$ cat config.mk
export PLATFORM = sky130hd
export DESIGN_NAME = alu_iter_exec_flat
export DESIGN_NICKNAME = d
export VERILOG_FILES = /design/src/rtl/alu_iter_exec_if.sv /design/src/rtl/alu_iter_exec.sv /design/src/flat_wrapper.sv
export SDC_FILE = /design/constraint.sdc
export NUM_CORES = 1
export LEC_CHECK = 0
export ABC_AREA = 1
export CORE_MARGIN = 8
export CORE_UTILIZATION = 60
export DETAILED_ROUTE_END_ITERATION = 12
export PLACE_DENSITY = 0.82
export SLEW_MARGIN = 10
export SYNTH_ARGS = -nofsm -noshare
export SYNTH_HDL_FRONTEND = slang
export SYNTH_SLANG_ARGS = --single-unit
$ cat constraint.sdc
create_clock -name clk_i -period 4.7 [get_ports clk_i]
set_input_delay 0.705 -clock clk_i [delete_from_list [all_inputs] [get_ports clk_i]]
set_output_delay 0.705 -clock clk_i [all_outputs]
set_load 0.1 [all_outputs]
$ cat src/rtl/alu_iter_exec_if.sv
// ---------------------------------------------------------------------------
// alu_iter_exec_if
// Request/result bundle between the EX-stage issue logic and alu_iter_exec.
//
//   valid_i    requester -> unit   operation request valid
//   flush_i    requester -> unit   abort in-flight op / drop pending result
//   ALUCtrl_i  requester -> unit   3-bit operation code from ALU control
//   data1_i    requester -> unit   operand A (rs)
//   data2_i    requester -> unit   operand B (rt or sign-extended immediate)
//   ready_o    unit -> requester   unit can accept a request this cycle
//   busy_o     unit -> requester   inverse of ready_o, drives pipeline stall
//   valid_o    unit -> requester   one-cycle pulse, new result on data_o
//   data_o     unit -> requester   registered result
//   zero_o     unit -> requester   data_o == 0, used for branch compare
//
// The master modport is the requester side; the slave modport is the unit.
// ---------------------------------------------------------------------------
interface alu_iter_exec_if #(
    parameter int WIDTH = 32
);
    logic             valid_i;
    logic             flush_i;
    logic [2:0]       ALUCtrl_i;
    logic [WIDTH-1:0] data1_i;
    logic [WIDTH-1:0] data2_i;
    logic             ready_o;
    logic             busy_o;
    logic             valid_o;
    logic [WIDTH-1:0] data_o;
    logic             zero_o;

    modport master (
        output valid_i,
        output flush_i,
        output ALUCtrl_i,
        output data1_i,
        output data2_i,
        input  ready_o,
        input  busy_o,
        input  valid_o,
        input  data_o,
        input  zero_o
    );

    modport slave (
        input  valid_i,
        input  flush_i,
        input  ALUCtrl_i,
        input  data1_i,
        input  data2_i,
        output ready_o,
        output busy_o,
        output valid_o,
        output data_o,
        output zero_o
    );
endinterface

$ cat src/rtl/alu_iter_exec.sv
// ---------------------------------------------------------------------------
// alu_iter_exec
// EX-stage execution unit. add/sub/and/or (and the reserved codes, which
// return zero) complete in a single cycle; multiply runs as an iterative
// shift-add retiring MUL_STEP multiplier bits per cycle, so it occupies the
// unit for WIDTH/MUL_STEP cycles. While a multiply is in flight busy_o is high
// so the hazard unit can stall IF/ID/EX. The result is registered and feeds
// the EX/MEM pipeline register.
//
// Ports:
//   clk_i   clock, rising edge
//   rst_i   asynchronous, active-high reset
//   bus     alu_iter_exec_if.slave (request, operands, result, handshake)
//
// Parameters:
//   WIDTH     operand/result width
//   MUL_STEP  multiplier bits retired per cycle; must divide WIDTH
// ---------------------------------------------------------------------------
module alu_iter_exec #(
    parameter int WIDTH    = 32,
    parameter int MUL_STEP = 1
) (
    input  logic           clk_i,
    input  logic           rst_i,
    alu_iter_exec_if.slave bus
);

    localparam int N     = WIDTH / MUL_STEP;
    localparam int CNT_W = $clog2(N) + 1;

    // Step index whose completion finishes the multiply
    localparam logic [CNT_W-1:0] LAST_STEP = CNT_W'(N - 1);

    localparam logic [2:0] OP_ADD = 3'b000;
    localparam logic [2:0] OP_SUB = 3'b001;
    localparam logic [2:0] OP_AND = 3'b010;
    localparam logic [2:0] OP_OR  = 3'b011;
    localparam logic [2:0] OP_MUL = 3'b100;

    typedef enum logic [0:0] {
        IDLE = 1'b0,
        MUL  = 1'b1
    } state_t;

    state_t           state_q, state_d;
    logic [WIDTH-1:0] mcand_q, mcand_d;
    logic [WIDTH-1:0] mplier_q, mplier_d;
    logic [WIDTH-1:0] acc_q, acc_d;
    logic [CNT_W-1:0] cnt_q, cnt_d;
    logic [WIDTH-1:0] data_q, data_d;
    logic             valid_q, valid_d;

    logic             accept;
    logic [WIDTH-1:0] single_result;
    logic [WIDTH-1:0] partial;
    logic [WIDTH-1:0] acc_step;

    // ready/busy come straight from the state so the stall is glitch-free
    // and independent of the incoming request.
    assign bus.ready_o = (state_q == IDLE);
    assign bus.busy_o  = (state_q != IDLE);
    assign bus.valid_o = valid_q;
    assign bus.data_o  = data_q;
    assign bus.zero_o  = (data_q == '0);

    // A flush on the same edge suppresses the accept.
    assign accept = bus.valid_i & (state_q == IDLE) & ~bus.flush_i;

    // Single-cycle operations; reserved codes (and mul, which never uses
    // this path) give zero.
    always_comb begin
        single_result = '0;
        case (bus.ALUCtrl_i)
            OP_ADD:  single_result = bus.data1_i + bus.data2_i;
            OP_SUB:  single_result = bus.data1_i - bus.data2_i;
            OP_AND:  single_result = bus.data1_i & bus.data2_i;
            OP_OR:   single_result = bus.data1_i | bus.data2_i;
            default: single_result = '0;
        endcase
    end

    // multiplicand * multiplier[MUL_STEP-1:0], built as a sum of shifted
    // multiplicands so MUL_STEP > 1 needs no hard multiplier. Truncation to
    // WIDTH bits is intended: only the low half of the product is returned.
    always_comb begin
        partial = '0;
        for (int i = 0; i < MUL_STEP; i++) begin
            if (mplier_q[i]) begin
                partial = partial + (mcand_q << i);
            end
        end
        acc_step = acc_q + partial;
    end

    // Next-state and datapath update. valid_d defaults low so valid_o is a
    // single-cycle pulse; data_d defaults to hold so the result survives
    // idle cycles and flushes.
    always_comb begin
        state_d  = state_q;
        mcand_d  = mcand_q;
        mplier_d = mplier_q;
        acc_d    = acc_q;
        cnt_d    = cnt_q;
        data_d   = data_q;
        valid_d  = 1'b0;

        if (bus.flush_i) begin
            state_d = IDLE;
            cnt_d   = '0;
        end else begin
            case (state_q)
                IDLE: begin
                    if (accept) begin
                        if (bus.ALUCtrl_i == OP_MUL) begin
                            mcand_d  = bus.data1_i;
                            mplier_d = bus.data2_i;
                            acc_d    = '0;
                            cnt_d    = '0;
                            state_d  = MUL;
                        end else begin
                            data_d  = single_result;
                            valid_d = 1'b1;
                        end
                    end
                end
                MUL: begin
                    acc_d    = acc_step;
                    mcand_d  = mcand_q << MUL_STEP;
                    mplier_d = mplier_q >> MUL_STEP;
                    cnt_d    = cnt_q + CNT_W'(1);
                    if (cnt_q == LAST_STEP) begin
                        data_d  = acc_step;
                        valid_d = 1'b1;
                        state_d = IDLE;
                    end
                end
                default: begin
                    state_d = IDLE;
                end
            endcase
        end
    end

    // FSM state register
    always_ff @(posedge clk_i or posedge rst_i) begin
        if (rst_i) begin
            state_q <= IDLE;
        end else begin
            state_q <= state_d;
        end
    end

    // Datapath and result registers
    always_ff @(posedge clk_i or posedge rst_i) begin
        if (rst_i) begin
            mcand_q  <= '0;
            mplier_q <= '0;
            acc_q    <= '0;
            cnt_q    <= '0;
            data_q   <= '0;
            valid_q  <= 1'b0;
        end else begin
            mcand_q  <= mcand_d;
            mplier_q <= mplier_d;
            acc_q    <= acc_d;
            cnt_q    <= cnt_d;
            data_q   <= data_d;
            valid_q  <= valid_d;
        end
    end

endmodule

$ cat src/flat_wrapper.sv
// flat-port wrapper written by rule: the top's interface ports become plain ports
module alu_iter_exec_flat 
#(
    parameter int WIDTH    = 32,
    parameter int MUL_STEP = 1
)
  (clk_i, rst_i, bus_valid_i, bus_flush_i, bus_ALUCtrl_i, bus_data1_i, bus_data2_i, bus_ready_o, bus_busy_o, bus_valid_o, bus_data_o, bus_zero_o);
  alu_iter_exec_if #(.WIDTH(WIDTH)) bus_i ();
  input  logic clk_i;
  input  logic rst_i;
  input wire logic [$bits(bus_i.valid_i)-1:0] bus_valid_i;
  input wire logic [$bits(bus_i.flush_i)-1:0] bus_flush_i;
  input wire logic [$bits(bus_i.ALUCtrl_i)-1:0] bus_ALUCtrl_i;
  input wire logic [$bits(bus_i.data1_i)-1:0] bus_data1_i;
  input wire logic [$bits(bus_i.data2_i)-1:0] bus_data2_i;
  output wire logic [$bits(bus_i.ready_o)-1:0] bus_ready_o;
  output wire logic [$bits(bus_i.busy_o)-1:0] bus_busy_o;
  output wire logic [$bits(bus_i.valid_o)-1:0] bus_valid_o;
  output wire logic [$bits(bus_i.data_o)-1:0] bus_data_o;
  output wire logic [$bits(bus_i.zero_o)-1:0] bus_zero_o;
  assign bus_i.valid_i = bus_valid_i;
  assign bus_i.flush_i = bus_flush_i;
  assign bus_i.ALUCtrl_i = bus_ALUCtrl_i;
  assign bus_i.data1_i = bus_data1_i;
  assign bus_i.data2_i = bus_data2_i;
  assign bus_ready_o = bus_i.ready_o;
  assign bus_busy_o = bus_i.busy_o;
  assign bus_valid_o = bus_i.valid_o;
  assign bus_data_o = bus_i.data_o;
  assign bus_zero_o = bus_i.zero_o;
  alu_iter_exec #(.WIDTH(WIDTH), .MUL_STEP(MUL_STEP)) u_core (.clk_i(clk_i), .rst_i(rst_i), .bus(bus_i));
endmodule
==> impl_metrics.tcl <==
set metrics [dict create \
    status "completed" \
    post_cts_resized 0 \
    synth-seq-cells 136 \
    synthMuxAreaShare 0 \
    pre_cts_slack_ns 0.130 \
    path_class "input port to flip-flop" \
    yosysSeqAreaShare 0.278 \
    worst_hold_path.num_cells 2 \
    yosys.area_share.simple 0.389 \
    dr.first_iter.drc_count 1471 \
    peakVddDrop_uv 318 \
    synthesis.area_sq_um 12200 \
    r2r_start "u_core.mplier_q[0]" \
    vias 13800 \
    synth.distinct_cells 41 \
    grt_pass1_wl_um 66500 \
    clock.fmax_mhz 239 \
    setup_ws_ns 0.512 \
    powerDensity_nw_per_um2 374 \
    hpwl_um 32300 \
    clkLatencyLatePin_ns 0.45 \
    core_sq_um 20100 \
    cp_data_arrival_time_ns 4.57 \
    place_area_sq_um 13500 \
    period_share 0.891 \
    finalInstanceArea_sq_um 14200 \
    grt_use_total 0.325 \
    drt_wl_total_um 42000 \
    regToRegEndpoint "u_core.bus.data_o[19]" \
    path_buf_inv 3 \
    synth_top_family_by_area "simple AND/OR/NAND/NOR gates" \
    synth_edf_count 0 \
    dr.pass1.iters 8 \
    setup-tns-final_ns 0 \
    initial_core_util 0.608 \
    crit_top_cell "nand2_1" \
    ff2ff_setup_slack_ns 1.38 \
    hold_start "u_core.acc_q[18]" \
    setup_viol 0 \
    cts_hold_buffers 0 \
    critPathMaxStageDelay_ns 0.48 \
    critPathSlowestCell "clkdlybuf4s50_1" \
    cts_tree "done" \
    cp.required_ns 5.08 \
    cp-end-kind "flip-flop" \
    die_h_um 159 \
    finish.utilization 0.704 \
    slew_violations 0 \
    antennaDiodeCount 0 \
    synth_area_per_cell_sq_um 6.05 \
    finalHoldViolCount 0 \
    holdCritPathClass "flip-flop to flip-flop" \
    relSlewSlack 0.259 \
    ant_nets 0 \
    cts_buffers 17 \
    grt_pass1_vias 12900 \
    maxCapViolCount 0 \
    io-pin-count 107 \
    ys_warn_count 0 \
    vias_per_cell 5.77 \
    critical-path-top-delay-family "simple AND/OR/NAND/NOR gates" \
    synth_xor_area_frac 0.0201 \
    p_leak_nw 7.49 \
    htreeDepth 4 \
    fin_skew_ns 0.0246 \
    cts.clk_slew.worst_paths_ns 0.07 \
    worstHoldEndpoint "u_core.acc_q[18]" \
    overflow 0 \
    place.gp.congestion 0.985 \
    cp-start-kind "input port" \
    synth-main-ff-cell "dfrtp_1" \
    syn_nets 2161 \
    clk_path_buf_depth 2 \
    rsz0062_at_grt "no" \
    area_delta_synth_final_pct 15.8 \
    drc 0 \
    synth_fa_ha_area_frac 0.0708 \
    reg2reg_depth 16 \
    io_buffers 106 \
    synthArstFlopShare 1.00 \
    row_count 52 \
    grt_max_degree 129 \
    finalNetCount 2243 \
    cts_sinks 136 \
    tightest_slew_ns 1.11 \
    postSynthCellCount 2022 \
    antenna_found_initial 0 \
    synth_compound_area_frac 0.133 \
    die-area_sq_um 25200 \
    cp_max_fo 6 \
    post_cts_buffers 0 \
    final_layout_size_suffix_gt1_frac 0.0430 \
    wl_per_cell_um 17.6 \
    period_needed_ns 4.19 \
    die_w_um 159 \
    root_buffer "clkbuf_16" \
]
==> Yosys cell counts (all sizes together) (12+ instances only) <==
library cell / n / area (sq um)
nor3: 14 / 80.1
a31oi: 86 / 538
or2: 12 / 75.1
clkbuf: 37 / 139
ha: 66 / 826
buf: 28 / 160
dfrtp: 136 / 3400
a21oi: 89 / 453
nand4: 15 / 93.8
inv: 274 / 1030
nor2: 262 / 1010
nand2: 693 / 2600
nand3: 142 / 721
xor2: 24 / 210
o21ai: 90 / 454
==> metal layers <==
layer,vias to the layer above,part of all wire,global-route usage
met4,0,0.046,0.161
met3,114,0.087,0.0481
met1,6352,0.42,0.435
li1,6630,-,-
met2,675,0.45,0.508
met5,-,0,0
==> through the flow <==
| stage | power, W | hold slack [ns] | instances |
|---|---|---|---|
| floorplan | 0.00316 | 0.453 | 2022 |
| global placement | 0.00374 | 0.466 | 2355 |
| detailed placement | 0.00380 | 0.478 | 2355 |
| CTS | 0.00525 | 0.493 | 2387 |
| global route | 0.00556 | 0.510 | 2387 |
| finish | 0.00529 | 0.493 | 2387 |
==> how the worst max path moves through the flow <==
stage | cells after the start | slack [ns] | endpoint | from
detailed placement | 28 | 0.13 | u_core.bus.data_o[28] | bus_data2_i[0]
CTS | 28 | 0.57 | u_core.bus.data_o[28] | bus_data2_i[0]
finish | 28 | 0.51 | u_core.bus.data_o[28] | bus_data2_i[0]
global placement | 28 | 0.24 | u_core.bus.data_o[28] | bus_data2_i[0]
global route | 28 | 0.19 | u_core.bus.data_o[28] | bus_data2_i[0]
floorplan | 1 | 0.36 | u_core.acc_q[0] | rst_i
==> report_power, final <==
group          switching, W  total (W)  leakage, nW  internal, W
combinational       0.00152    0.00219         5.55     0.000675
clock              0.000640    0.00145        0.299     0.000813
sequential         0.000230    0.00164         1.65      0.00141
==> state kept, by name, summed over array words and instances, names as in the netlist <==
| name | cells |
|---|---|
| u_core.acc_q | 32 |
| u_core.bus.busy_o | 1 |
| u_core.bus.data_o | 32 |
| u_core.bus.valid_o | 1 |
| u_core.cnt_q | 6 |
| u_core.mcand_q | 32 |
| u_core.mplier_q | 32 |
==> cell families after synthesis <==
group                    after synthesis
AND/OR/NAND/NOR                     1164
flip-flops                           136
buffers and inverters                339
adder cells (fa/ha/maj)               68
AO/OA/AOI/OAI                        287
XOR/XNOR                              28
==> area by class of cell <==
class | count | area (sq um)
Timing Repair Buffer | 128 | 1240
Clock inverter | 15 | 196
Multi-Input combinational cell | 1547 | 7510
Fill cell | 1770 | 5950
Sequential cell | 136 | 3400
Clock buffer | 17 | 425
Inverter | 274 | 1030
Tap cell | 270 | 338
==> placed cells by master, fill, tap and decap left out, types with 12 or more instances in the layout <==
| cell type | count |
|---|---|
| dfrtp_1 | 135 |
| buf_4 | 21 |
| clkbuf_16 | 17 |
| nand2_1 | 691 |
| nor2_1 | 255 |
| inv_1 | 268 |
| o21ai_0 | 86 |
| nand3_1 | 140 |
| nor3_1 | 12 |
| a21oi_1 | 87 |
| xor2_1 | 24 |
| clkdlybuf4s50_1 | 106 |
| ha_1 | 66 |
| nand4_1 | 15 |
| or2_2 | 12 |
| a31oi_1 | 86 |
==> worst register-to-register path, cell delays in order (launching register included) <==
cell and delay, ns:
dfrtp_1 1.07, nand2_1 0.25, inv_1 0.11, ha_1 0.29, a21oi_1 0.25, nor2_1 0.09
nor2_1 0.10, nand2_1 0.10, nand2_1 0.09, nand2_1 0.20, nand2_1 0.14, nand2_1 0.06
nand2_1 0.06, nand3_1 0.14, nand2_1 0.14, a21oi_1 0.05, nor2_1 0.12
Note: power is estimated with default switching activity, not from simulation.
